## config.mk

```make
export PLATFORM = sky130hd
export DESIGN_NAME = vga_timing_gen_flat
export DESIGN_NICKNAME = d
export VERILOG_FILES = /design/src/rtl/vga_timing_pkg.sv /design/src/rtl/vga_if.sv /design/src/rtl/mod_counter.sv /design/src/rtl/vga_timing_gen.sv /design/src/flat_wrapper.sv
export SDC_FILE = /design/constraint.sdc
export NUM_CORES = 1
export LEC_CHECK = 0
export ABC_AREA = 1
export ABC_CLOCK_PERIOD_IN_PS = 7400
export BUFFER_PORTS_ARGS = -buffer_cell sky130_fd_sc_hd__buf_2
export CORE_MARGIN = 2
export CORE_UTILIZATION = 41
export DETAILED_ROUTE_END_ITERATION = 16
export HOLD_SLACK_MARGIN = 0.15
export PLACE_DENSITY = 0.68
export SYNTH_ARGS = -nofsm -noshare
export SYNTH_HDL_FRONTEND = slang
export SYNTH_HIERARCHICAL = 1
export SYNTH_SLANG_ARGS = --single-unit
export TNS_END_PERCENT = 50
```

## constraint.sdc

```tcl
create_clock -name clk40MHz -period 7.4 [get_ports clk40MHz]
set_input_delay 0.74 -clock clk40MHz [delete_from_list [all_inputs] [get_ports clk40MHz]]
set_output_delay 0.74 -clock clk40MHz [all_outputs]
set_load 0.1 [all_outputs]
```

## src/rtl/vga_timing_pkg.sv

```systemverilog
// Default 800x600@60 (40 MHz) raster timing shared by the timing generator and the draw/sync stages.
package vga_timing_pkg;

    localparam int CNT_W    = 11;

    localparam int H_ACTIVE = 800;
    localparam int H_FP     = 40;
    localparam int H_SYNC   = 128;
    localparam int H_BP     = 88;
    localparam int H_TOTAL  = H_ACTIVE + H_FP + H_SYNC + H_BP;

    localparam int V_ACTIVE = 600;
    localparam int V_FP     = 1;
    localparam int V_SYNC   = 4;
    localparam int V_BP     = 23;
    localparam int V_TOTAL  = V_ACTIVE + V_FP + V_SYNC + V_BP;

    localparam logic HS_POL = 1'b1;
    localparam logic VS_POL = 1'b1;

    // Half-open window test [lo, hi) used for the sync pulse decode.
    function automatic logic in_range(input logic [CNT_W-1:0] val,
                                      input logic [CNT_W-1:0] lo,
                                      input logic [CNT_W-1:0] hi);
        return (val >= lo) && (val < hi);
    endfunction

endpackage

```

## src/rtl/vga_if.sv

```systemverilog
// Raster bus between the timing generator and the downstream background/draw/sync stages.
interface vga_if;
    import vga_timing_pkg::*;

    logic [CNT_W-1:0] hcount;
    logic [CNT_W-1:0] vcount;
    logic             hsync;
    logic             vsync;
    logic             hblnk;
    logic             vblnk;
    logic [11:0]      rgb;

    modport out (output hcount, vcount, hsync, vsync, hblnk, vblnk, rgb);
    modport in  (input  hcount, vcount, hsync, vsync, hblnk, vblnk, rgb);

endinterface

```

## src/rtl/mod_counter.sv

```systemverilog
// Modulo-(MAX+1) counter; wrap flags the enabled edge on which cnt returns to zero.
module mod_counter
    import vga_timing_pkg::*;
#(
    parameter int MAX = 1055,
    parameter int W   = CNT_W
) (
    input  logic         clk40MHz,
    input  logic         rst,
    input  logic         inc,
    output logic [W-1:0] cnt,
    output logic         wrap
);

    localparam logic [W-1:0] MAX_V = W'(MAX);

    assign wrap = inc && (cnt == MAX_V);

    always_ff @(posedge clk40MHz) begin
        if (!rst) begin
            cnt <= '0;
        end else if (inc) begin
            cnt <= wrap ? '0 : cnt + W'(1);
        end
    end

endmodule

```

## src/rtl/vga_timing_gen.sv

```systemverilog
// VGA raster timing generator: pixel/line counters plus registered blanking, sync and start strobes
// that always describe the pixel currently shown on hcount/vcount.
module vga_timing_gen #(
    parameter int   H_ACTIVE = vga_timing_pkg::H_ACTIVE,
    parameter int   H_FP     = vga_timing_pkg::H_FP,
    parameter int   H_SYNC   = vga_timing_pkg::H_SYNC,
    parameter int   H_BP     = vga_timing_pkg::H_BP,
    parameter int   V_ACTIVE = vga_timing_pkg::V_ACTIVE,
    parameter int   V_FP     = vga_timing_pkg::V_FP,
    parameter int   V_SYNC   = vga_timing_pkg::V_SYNC,
    parameter int   V_BP     = vga_timing_pkg::V_BP,
    parameter logic HS_POL   = vga_timing_pkg::HS_POL,
    parameter logic VS_POL   = vga_timing_pkg::VS_POL
) (
    input  logic clk40MHz,
    input  logic rst,
    input  logic en,
    vga_if.out   tim_if,
    output logic line_start,
    output logic frame_start
);
    import vga_timing_pkg::*;

    localparam int H_TOTAL = H_ACTIVE + H_FP + H_SYNC + H_BP;
    localparam int V_TOTAL = V_ACTIVE + V_FP + V_SYNC + V_BP;

    localparam logic [CNT_W-1:0] H_ACT_V    = CNT_W'(H_ACTIVE);
    localparam logic [CNT_W-1:0] HS_START_V = CNT_W'(H_ACTIVE + H_FP);
    localparam logic [CNT_W-1:0] HS_END_V   = CNT_W'(H_ACTIVE + H_FP + H_SYNC);
    localparam logic [CNT_W-1:0] V_ACT_V    = CNT_W'(V_ACTIVE);
    localparam logic [CNT_W-1:0] VS_START_V = CNT_W'(V_ACTIVE + V_FP);
    localparam logic [CNT_W-1:0] VS_END_V   = CNT_W'(V_ACTIVE + V_FP + V_SYNC);

    generate
        if (H_TOTAL > (1 << CNT_W) || V_TOTAL > (1 << CNT_W)) begin : g_total_check
            $error("vga_timing_gen: H_TOTAL/V_TOTAL exceed the 11-bit counter range");
        end
    endgenerate

    logic [CNT_W-1:0] hcnt, vcnt;
    logic [CNT_W-1:0] h_next, v_next;
    logic             h_wrap, v_wrap, v_inc;
    logic             hsync, vsync, hblnk, vblnk;

    assign v_inc = en & h_wrap;

    mod_counter #(.MAX(H_TOTAL - 1), .W(CNT_W)) u_hcnt (
        .clk40MHz (clk40MHz),
        .rst      (rst),
        .inc      (en),
        .cnt      (hcnt),
        .wrap     (h_wrap)
    );

    mod_counter #(.MAX(V_TOTAL - 1), .W(CNT_W)) u_vcnt (
        .clk40MHz (clk40MHz),
        .rst      (rst),
        .inc      (v_inc),
        .cnt      (vcnt),
        .wrap     (v_wrap)
    );

    // Look-ahead of the counters so the decode registers land in the same cycle as the counts.
    always_comb begin
        h_next = h_wrap ? '0 : hcnt + CNT_W'(1);
        v_next = vcnt;
        if (v_wrap) begin
            v_next = '0;
        end else if (h_wrap) begin
            v_next = vcnt + CNT_W'(1);
        end
    end

    always_ff @(posedge clk40MHz) begin
        if (!rst) begin
            hblnk       <= 1'b0;
            vblnk       <= 1'b0;
            hsync       <= ~HS_POL;
            vsync       <= ~VS_POL;
            line_start  <= 1'b1;
            frame_start <= 1'b1;
        end else if (en) begin
            hblnk       <= (h_next >= H_ACT_V);
            vblnk       <= (v_next >= V_ACT_V);
            hsync       <= in_range(h_next, HS_START_V, HS_END_V) ? HS_POL : ~HS_POL;
            vsync       <= in_range(v_next, VS_START_V, VS_END_V) ? VS_POL : ~VS_POL;
            line_start  <= h_wrap;
            frame_start <= v_wrap;
        end
    end

    assign tim_if.hcount = hcnt;
    assign tim_if.vcount = vcnt;
    assign tim_if.hsync  = hsync;
    assign tim_if.vsync  = vsync;
    assign tim_if.hblnk  = hblnk;
    assign tim_if.vblnk  = vblnk;
    assign tim_if.rgb    = 12'h000;

endmodule

```

## src/flat_wrapper.sv

```systemverilog
// flat-port wrapper written by rule: the top's interface ports become plain ports
module vga_timing_gen_flat import vga_timing_pkg::*;
#(
    parameter int   H_ACTIVE = vga_timing_pkg::H_ACTIVE,
    parameter int   H_FP     = vga_timing_pkg::H_FP,
    parameter int   H_SYNC   = vga_timing_pkg::H_SYNC,
    parameter int   H_BP     = vga_timing_pkg::H_BP,
    parameter int   V_ACTIVE = vga_timing_pkg::V_ACTIVE,
    parameter int   V_FP     = vga_timing_pkg::V_FP,
    parameter int   V_SYNC   = vga_timing_pkg::V_SYNC,
    parameter int   V_BP     = vga_timing_pkg::V_BP,
    parameter logic HS_POL   = vga_timing_pkg::HS_POL,
    parameter logic VS_POL   = vga_timing_pkg::VS_POL
)
  (clk40MHz, rst, en, line_start, frame_start, tim_if_hcount, tim_if_vcount, tim_if_hsync, tim_if_vsync, tim_if_hblnk, tim_if_vblnk, tim_if_rgb);
  vga_if tim_if_i ();
  input  logic clk40MHz;
  input  logic rst;
  input  logic en;
  output logic line_start;
  output logic frame_start;
  output wire logic [$bits(tim_if_i.hcount)-1:0] tim_if_hcount;
  output wire logic [$bits(tim_if_i.vcount)-1:0] tim_if_vcount;
  output wire logic [$bits(tim_if_i.hsync)-1:0] tim_if_hsync;
  output wire logic [$bits(tim_if_i.vsync)-1:0] tim_if_vsync;
  output wire logic [$bits(tim_if_i.hblnk)-1:0] tim_if_hblnk;
  output wire logic [$bits(tim_if_i.vblnk)-1:0] tim_if_vblnk;
  output wire logic [$bits(tim_if_i.rgb)-1:0] tim_if_rgb;
  assign tim_if_hcount = tim_if_i.hcount;
  assign tim_if_vcount = tim_if_i.vcount;
  assign tim_if_hsync = tim_if_i.hsync;
  assign tim_if_vsync = tim_if_i.vsync;
  assign tim_if_hblnk = tim_if_i.hblnk;
  assign tim_if_vblnk = tim_if_i.vblnk;
  assign tim_if_rgb = tim_if_i.rgb;
  vga_timing_gen #(.H_ACTIVE(H_ACTIVE), .H_FP(H_FP), .H_SYNC(H_SYNC), .H_BP(H_BP), .V_ACTIVE(V_ACTIVE), .V_FP(V_FP), .V_SYNC(V_SYNC), .V_BP(V_BP), .HS_POL(HS_POL), .VS_POL(VS_POL)) u_core (.clk40MHz(clk40MHz), .rst(rst), .en(en), .tim_if(tim_if_i), .line_start(line_start), .frame_start(frame_start));
endmodule
```

==> flow_summary_export.csv, run 1 <==
group,metric,value,unit
clock_tree,cts_tree,"done",
route,drt_iter0_drc,121,
power_and_ir_drop,p_int,0.000230,W
clock_tree,postCtsHoldBufs,0,
setup_path,end_kind,"flip-flop",
global_route,grt_max_degree,17,
power_and_ir_drop,combPwrFrac,16.9,%
synth,ys_ff_latch,28,
synth,ys_warn_count,6,
power_and_ir_drop,vdd_ir_drop_max,69.2,µV
synth,ys_seq_area_share,25.6,%
synth,synthTopCellsByArea,"dfxtp_1 (26%), nand2_1 (18%), nand3_1 (10%)",
timing,max_freq,0.322,GHz
setup_path,path_max_fanout,12,
timing,finalCritPeriodShare,41.9,%
synth,synth_area,2190,µm²
finish,drive_gt1_share,15.3,%
die,die_area,5940,µm²
synth,ys_types,31,
clock_tree,post_cts_buffers,0,
clock_tree,ctsResizeCount,0,
status,status,"finished clean",
power_and_ir_drop,p_leak,1.19,nW
synth,yosysTopAreaCell,"dfxtp_1",
global_route,grt_usage,16.7,%
synth,syn_avg_cell_area,5.94,µm²
place,dpl_cell_area,2360,µm²
finish,nNetsFinal,408,
setup_path,worstSetupPathType,"flip-flop to flip-flop",
run,maxCapViolCount,0,
route,dr_total_vias,2242,
route,drc_errors,0,
finish,diodes,0,
die,die_h,77.1,µm
die,die-width,77.1,µm
power_and_ir_drop,p_per_area,137,nW/µm²
place,dpl.hpwl,3650,µm
power_and_ir_drop,power.share.clock,36.6,%
global_route,gr-total-overflow,0,
route,routed_wl,5010,µm
synth,synth-edff-count,0,
clock_tree,root_buffer,"clkbuf_8",
clock_tree,clock_tree.htree_level_count,1,
place,io_buffers,30,
timing,rsz0062_at_grt,"no",
setup_path,reg2reg_slack,4.30,ns
clock_tree,clk_pin_slew,0.10,ns
setup_path,crit_arrival,3.32,ns
synth,synth_top_flop_cell,"dfxtp_1",
setup_path,cp.required,7.62,ns
worst_hold_path,hp-class,"flip-flop to flip-flop",
global_route,grt_pass1_wl,8320,µm
power_and_ir_drop,power_frac_seq,46.6,%
die,start_util,42.6,%
timing,setup-tns-final,0,ns
timing,setup_viol,0,
finish,area_growth,11.2,%
finish,seqCellArea,561,µm²
global_route,grt_pass1_vias,1855,
clock_tree,cts_buffer_depth,2,
route,routed_via_density,4.77,
place,place.gp.congestion,0.794,
die,core,5140,µm²
setup_path,worstSetupStartpointType,"flip-flop",
die,io_pins,43,
power_and_ir_drop,switching_share,31.3,%
timing,skew,0.00821,ns
clock_tree,clock_latency,0.28,ns
global_route,antenna_found_initial,0,
synth,syn_inst,369,
route,first_pass_iters,4,
finish,nFillCells,543,
route,final_antenna_net_count,0,
synth,yosys.cell_count.top_type,"nand2_1",
power_and_ir_drop,switchingPower,0.000105,W
clock_tree,cts_sinks,28,
synth,async_flop_share,0,%
die,rows,26,
route,wl_per_cell,10.6,µm
synth,synth_top_cells_by_count,"nand2_1 (104), nor2_1 (58), inv_1 (50), nand3_1 (45), dfxtp_1 (28)",
timing,slew_viol_final,0,
timing,post-route-min-period,3.10,ns
timing,hold_viol,0,
finish,final_cell_area,2440,µm²
synth,yosysTopAreaCellShare,25.6,%
clock_tree,numCtsBuffers,3,
finish,multi_input_area,1360,µm²
[state kept, by name, summed over array words and instances, names as in the netlist]
name and cells:
u_core/line_start 1, u_core/tim_if.vblnk 1, u_core/frame_start 1, u_core/tim_if.vsync 1, u_core/tim_if.hsync 1, u_core/tim_if.hblnk 1, u_core/u_vcnt/cnt 11, u_core/u_hcnt/cnt 11
[power by group through the flow]
| stage | sequential (W) | clock, W | combinational (W) |
|---|---|---|---|
| final | 0.000156 | 0.000122 | 0.0000565 |
| after global routing | 0.000157 | 0.000133 | 0.0000589 |
| after CTS | 0.000156 | 0.000128 | 0.0000563 |
| after detailed placement | 0.000160 | 0 | 0.0000563 |
| after global placement | 0.000160 | 0 | 0.0000564 |
| after floorplan | 0.000175 | 0 | 0.0000391 |
[layout make-up]
type / instances / area share, %
multi-input combinational: 282 / 55.7
sequential: 28 / 23.0
inverter: 56 / 8.63
timing repair buffer: 30 / 6.16
tap: 70 / 3.60
clock buffer: 3 / 1.69
clock inverter: 1 / 1.23
[layer usage]
| metal | share of wire (%) | global-route usage [%] | wire length, µm |
|---|---|---|---|
| met3 | 4.1 | 2.24 | 204 |
| met5 | 0 | 0 | 0 |
| met1 | 51 | 24.7 | 2540 |
| met2 | 44 | 25.2 | 2210 |
| met4 | 1.0 | 5.18 | 51 |
[per-stage QoR]
stage	cells	util [%]	power (W)	hold slack (ns)	worst slack, ns
detailed placement	466	46.0	0.000216	0.453	4.14
floorplan	380	-	0.000214	0.824	3.97
CTS	470	47.4	0.000341	0.470	4.28
finish	470	47.4	0.000335	0.471	4.30
global placement	466	46.0	0.000216	0.451	4.27
global route	470	47.4	0.000348	0.514	3.87
[worst max-delay path, stage by stage, from the launching register on]
cell and delay (ns):
dfxtp_1 0.59, ha_1 0.27, nand2_1 0.10, nor2_4 0.12, nand2_2 0.09, nor2_4 0.29
nand2_1 0.14, inv_1 0.18, nand2_1 0.07, nor2_1 0.12, and3_1 0.17, clkinv_1 0.21
nand2_1 0.19, nor2_4 0.04, nand2_1 0.05, nand3_1 0.06, nand2_1 0.08, nand3_1 0.06
nor2_1 0.08, nor2_1 0.05, nor2_1 0.07
[logic make-up after synthesis]
kind of cell	Yosys count	synth area share [%]
AOI/OAI and AO/OA	20	5.54
xor gates and xnor gates	7	2.80
adders and majority gates	4	2.28
buffers and inverters	70	14.4
DFF	28	25.6
other	1	0.171
and+or+nand+nor	239	49.2
[path summary, 6_finish.rpt]
| check | start | to | depth (start not counted) |
|---|---|---|---|
| worst max-delay path | u_core/u_hcnt/cnt[0] | u_core/tim_if.vsync | 20 |
| worst max register to register | u_core/u_hcnt/cnt[0] | u_core/tim_if.vsync | 20 |
| worst min register to register | u_core/tim_if.hsync | u_core/tim_if.hsync | 2 |
| worst min-delay path | u_core/tim_if.hsync | u_core/tim_if.hsync | 2 |
[cell usage in the layout (no fill, tap or decap), drive strengths merged]
cell type	count
a31oi	2
nor2	71
clkinv	1
buf	30
xnor2	2
nor3	4
nand3b	1
nand2	109
a21o	1
nand4	5
o211ai	1
a21oi	5
inv	55
and3	1
conb	12
clkbuf	3
o21ai	7
a21boi	1
bufinv	1
o21bai	3
dfxtp	28
ha	4
nand3	48
xor2	5
Power figures use the tool's default switching activity.
==> inputs of run 2 (changes only) <==
- ABC_CLOCK_PERIOD_IN_PS: 7400 -> 2950
- clock period: 7.4 -> 2.95 ns (I/O delays scaled with it)
==> flow_summary_export.csv, run 2 (synthesis results as in run 1) <==
group,metric,value,unit
worst_hold_path,hp-class,"input port to flip-flop",
clock_tree,post_cts_buffers,0,
power_and_ir_drop,combPwrFrac,18.3,%
clock_tree,postCtsHoldBufs,0,
setup_path,worst_path_max_delay_cell,"dfxtp_4",
die,die-width,77.1,µm
die,start_util,42.6,%
place,pre_cts_ws,0.395,ns
setup_path,crit_top_cell,"nand2_1",
setup_path,worstSetupStartpointType,"flip-flop",
finish,top_regs,"u_core/u_hcnt/cnt x11, u_core/u_vcnt/cnt x11",
setup_path,end_kind,"flip-flop",
power_and_ir_drop,p_leak,1.20,nW
timing,max_freq,0.383,GHz
route,drt_iter0_drc,144,
die,die_area,5940,µm²
route,final_antenna_net_count,0,
route,drc_errors,0,
clock_tree,clk_pin_slew,0.10,ns
power_and_ir_drop,power.share.clock,31.8,%
finish,final_common_cell,"nand2_1",
place,dpl.hpwl,3820,µm
global_route,grt_pass1_wl,8230,µm
clock_tree,ctsResizeCount,0,
route,dr_total_vias,2256,
finish,nNetsFinal,412,
global_route,grt_max_degree,16,
place,place.gp.congestion,0.832,
finish,nFillCells,574,
status,status,"finished clean",
power_and_ir_drop,p_per_area,318,nW/µm²
global_route,grt_usage,16.6,%
clock_tree,clock_latency,0.28,ns
route,wl_per_cell,10.7,µm
finish,area_growth,12.3,%
finish,drive_gt1_share,17.6,%
setup_path,path_cells,"ha_1 -> nand2_1 -> nor2_4 -> nand2_2 -> nor2_4 -> nand2_1 -> inv_1 -> nand2_1 -> nor2_1 -> and3_1 -> clkinv_1 -> nand2_1 -> nor2_4 -> nand2_1 -> nand3_1 -> nand2_1 -> nand3_1 -> nor2_1 -> nor2_1 -> nor2_1",
run,maxCapViolCount,0,
setup_path,crit_path_max_incr_delay,0.42,ns
timing,setup-tns-final,0,ns
finish,final_cell_mix,"nand2_1 (104), nor2_1 (58), inv_1 (50)",
route,routed_wl,5070,µm
timing,slew_viol_final,0,
setup_path,cp_num_cells,20,
global_route,gr-total-overflow,0,
timing,post-route-min-period,2.61,ns
clock_tree,cts_tree,"done",
setup_path,cp.required,3.17,ns
timing,finalCritPeriodShare,88.4,%
setup_path,path_buf_inv,2,
global_route,antenna_found_initial,0,
power_and_ir_drop,switching_share,34.0,%
timing,rsz0062_at_grt,"no",
worst_hold_path,hold_path_depth,4,
place,io_buffers,30,
setup_path,worstSetupPathType,"flip-flop to flip-flop",
finish,diodes,0,
route,routed_via_density,4.76,
setup_path,reg2regPathDepth,20,
clock_tree,cts_buffer_depth,2,
setup_path,path_max_fanout,12,
setup_path,crit_arrival,2.83,ns
power_and_ir_drop,power_frac_seq,49.9,%
die,io_pins,43,
clock_tree,cts_sinks,28,
timing,skew,0.00501,ns
die,die_h,77.1,µm
route,first_pass_iters,5,
die,core,5140,µm²
clock_tree,numCtsBuffers,3,
die,rows,26,
timing,hold_viol,0,
power_and_ir_drop,switchingPower,0.000266,W
setup_path,cp_top_family,"simple AND/OR/NAND/NOR gates",
timing,setup_viol,0,
clock_tree,root_buffer,"clkbuf_8",
power_and_ir_drop,vdd_ir_drop_max,160,µV
clock_tree,clock_tree.htree_level_count,1,
power_and_ir_drop,p_int,0.000517,W
global_route,grt_pass1_vias,1900,
timing,worst_slack,0.342,ns
[run 2: changes by cell type in the layout (fill, tap and decap cells not counted), sizes merged]
cell    before  now
bufinv       1    0
buf         30   34
clkbuf       3    4
[run 2: cell type report]
cell class | count | area (µm²) | share of cell area, %
multi-input cells | 282 | 1360 | 55.1
flip-flops and latches | 28 | 571 | 23.2
inverters | 56 | 210 | 8.55
repair buffers | 34 | 180 | 7.32
well taps | 70 | 87.6 | 3.56
clock buffers | 4 | 55.1 | 2.24
[run 2: power groups by stage]
stage	Clock, W	Combinational [W]	Sequential, W
floorplan	0	0.0000979	0.000440
global placement	0	0.000144	0.000399
detailed placement	0	0.000143	0.000400
CTS	0.000255	0.000143	0.000391
global route	0.000270	0.000149	0.000393
finish	0.000249	0.000143	0.000391
[run 2: worst paths after layout]
kind | end | slack [ns] | from
min reg2reg | u_core/tim_if.hsync | 0.47 | u_core/tim_if.hsync
min | u_core/u_hcnt/cnt[0] | 0.31 | en
max | u_core/tim_if.vsync | 0.34 | u_core/u_hcnt/cnt[0]
max reg2reg | u_core/tim_if.vsync | 0.34 | u_core/u_hcnt/cnt[0]
[run 2: routing by layer]
| layer | up-vias | global-route usage (%) | share of wire, % |
|---|---|---|---|
| li1 | 1198 | - | - |
| met2 | 55 | 26.5 | 44 |
| met5 | - | 0 | 0 |
| met3 | 2 | 1.76 | 4.2 |
| met4 | 0 | 5.00 | 0.67 |
| met1 | 1001 | 23.5 | 51 |
[run 2: tightest hold or removal path: stages]
cell and delay, ns:
buf_2 0.09, inv_2 0.06, nand3_1 0.06, nand2_1 0.05
[run 2: stage by stage]
step	instances	power [W]	area [µm²]	utilization [%]	hold WS [ns]
floorplan	380	0.000538	2240	-	0.379
global placement	470	0.000543	2400	46.8	0.452
detailed placement	470	0.000543	2400	46.8	0.455
CTS	474	0.000789	2460	47.9	0.304
global route	474	0.000812	2460	47.9	0.336
finish	474	0.000783	2460	47.9	0.308
==> inputs of run 3 (changes only) <==
- MAX_ROUTING_LAYER: default -> met4
==> flow_summary_export.csv, run 3 (synthesis results as in run 1) <==
group,metric,value,unit
status,status,"finished clean",
route,routed_via_density,4.75,
clock_tree,clock_latency,0.28,ns
run,maxCapViolCount,0,
clock_tree,cts_tree,"done",
global_route,gr-total-overflow,0,
global_route,antenna_found_initial,0,
setup_path,worstSetupPathType,"flip-flop to flip-flop",
route,routed_wl,5070,µm
place,place.gp.congestion,0.844,
place,io_buffers,30,
route,drt_iter0_drc,148,
setup_path,worst_path_max_delay_cell,"dfxtp_4",
power_and_ir_drop,p_per_area,317,nW/µm²
timing,setup_viol,0,
finish,top_regs,"u_core/u_hcnt/cnt x11, u_core/u_vcnt/cnt x11",
timing,slew_viol_final,0,
clock_tree,root_buffer,"clkbuf_8",
die,core,5140,µm²
finish,drive_gt1_share,17.6,%
global_route,grt_max_degree,16,
global_route,grt_usage,17.1,%
setup_path,end_kind,"flip-flop",
setup_path,path_cells,"ha_1 -> nand2_1 -> nor2_4 -> nand2_2 -> nor2_4 -> nand2_1 -> inv_1 -> nand2_1 -> nor2_1 -> and3_1 -> clkinv_1 -> nand2_1 -> nor2_4 -> nand2_1 -> nand3_1 -> nand2_1 -> nand3_1 -> nor2_1 -> nor2_1 -> nor2_1",
finish,fin_util,47.9,%
route,dr_total_vias,2251,
place,dpl.hpwl,3820,µm
finish,area_growth,12.3,%
timing,finalCritPeriodShare,88.2,%
clock_tree,cts_buffer_depth,2,
route,final_antenna_net_count,0,
finish,diodes,0,
global_route,grt_pass1_vias,1901,
setup_path,crit_path_max_incr_delay,0.42,ns
setup_path,cp.required,3.17,ns
finish,final_cell_mix,"nand2_1 (104), nor2_1 (58), inv_1 (50)",
die,die_area,5940,µm²
power_and_ir_drop,finalPower,0.000781,W
setup_path,path_max_fanout,12,
clock_tree,numCtsBuffers,3,
global_route,grt_pass1_wl,8240,µm
route,wl_per_cell,10.7,µm
finish,nNetsFinal,412,
clock_tree,post_cts_buffers,0,
clock_tree,clk_pin_slew,0.10,ns
worst_hold_path,hp-class,"input port to flip-flop",
timing,hold_viol,0,
die,die_h,77.1,µm
clock_tree,ctsResizeCount,0,
clock_tree,cts_sinks,28,
setup_path,worstSetupStartpointType,"flip-flop",
finish,final_common_cell,"nand2_1",
route,drc_errors,0,
setup_path,crit_top_cell,"nand2_1",
timing,max_freq,0.385,GHz
clock_tree,postCtsHoldBufs,0,
clock_tree,clock_tree.htree_level_count,1,
route,first_pass_iters,4,
die,rows,26,
timing,skew,0.00299,ns
timing,post-route-min-period,2.60,ns
die,start_util,42.6,%
power_and_ir_drop,vdd_ir_drop_max,160,µV
die,io_pins,43,
timing,setup-tns-final,0,ns
setup_path,crit_arrival,2.82,ns
timing,rsz0062_at_grt,"no",
power_and_ir_drop,p_leak,1.20,nW
die,die-width,77.1,µm
[run 3: metrics by stage]
stage                     std cells  area (µm²)  worst slack [ns]  hold WS [ns]
after floorplan                 380        2240           0.00971         0.379
after global placement          470        2400             0.475         0.452
after detailed placement        470        2400             0.395         0.455
after CTS                       474        2460             0.362         0.304
after global routing            474        2460            0.0888         0.336
final                           474        2460             0.349         0.310
[run 3: final timing paths]
kind | start | endpoint | cells past startpoint | slack (ns)
worst min-delay path | en | u_core/u_hcnt/cnt[0] | 4 | 0.31
worst max register to register | u_core/u_hcnt/cnt[0] | u_core/tim_if.vsync | 20 | 0.35
worst max-delay path | u_core/u_hcnt/cnt[0] | u_core/tim_if.vsync | 20 | 0.35
worst min register to register | u_core/tim_if.hsync | u_core/tim_if.hsync | 2 | 0.47
[run 3: power by group]
part	internal (W)	total (W)	switching [W]
sequential	0.000384	0.000391	0.00000741
combinational	0.0000133	0.000143	0.000130
clock	0.000120	0.000247	0.000127
[run 3: worst max-delay path: cells and delay by family (launching register included)]
family	cells	cell delay (ns)
buffers and inverters	2	0.39
adder cells (fa/ha/maj)	1	0.20
flip-flops	1	0.42
AND/OR/NAND/NOR	17	1.55
[run 3: final cells by class]
| cell class | instances | area (µm²) |
|---|---|---|
| tap | 70 | 87.6 |
| timing repair buffer | 34 | 180 |
| multi-input combinational | 282 | 1360 |
| fill | 574 | 2680 |
| sequential | 28 | 571 |
| inverter | 56 | 210 |
| clock buffer | 4 | 55.1 |
[run 3: per-layer routing]
| metal | vias up | GRT usage, % | wire, µm |
|---|---|---|---|
| li1 | 1193 | - | - |
| met1 | 1000 | 23.7 | 2530 |
| met2 | 56 | 26.5 | 2270 |
| met3 | 2 | 1.53 | 237 |
| met4 | 0 | 5.00 | 34 |
| met5 | - | - | 0 |
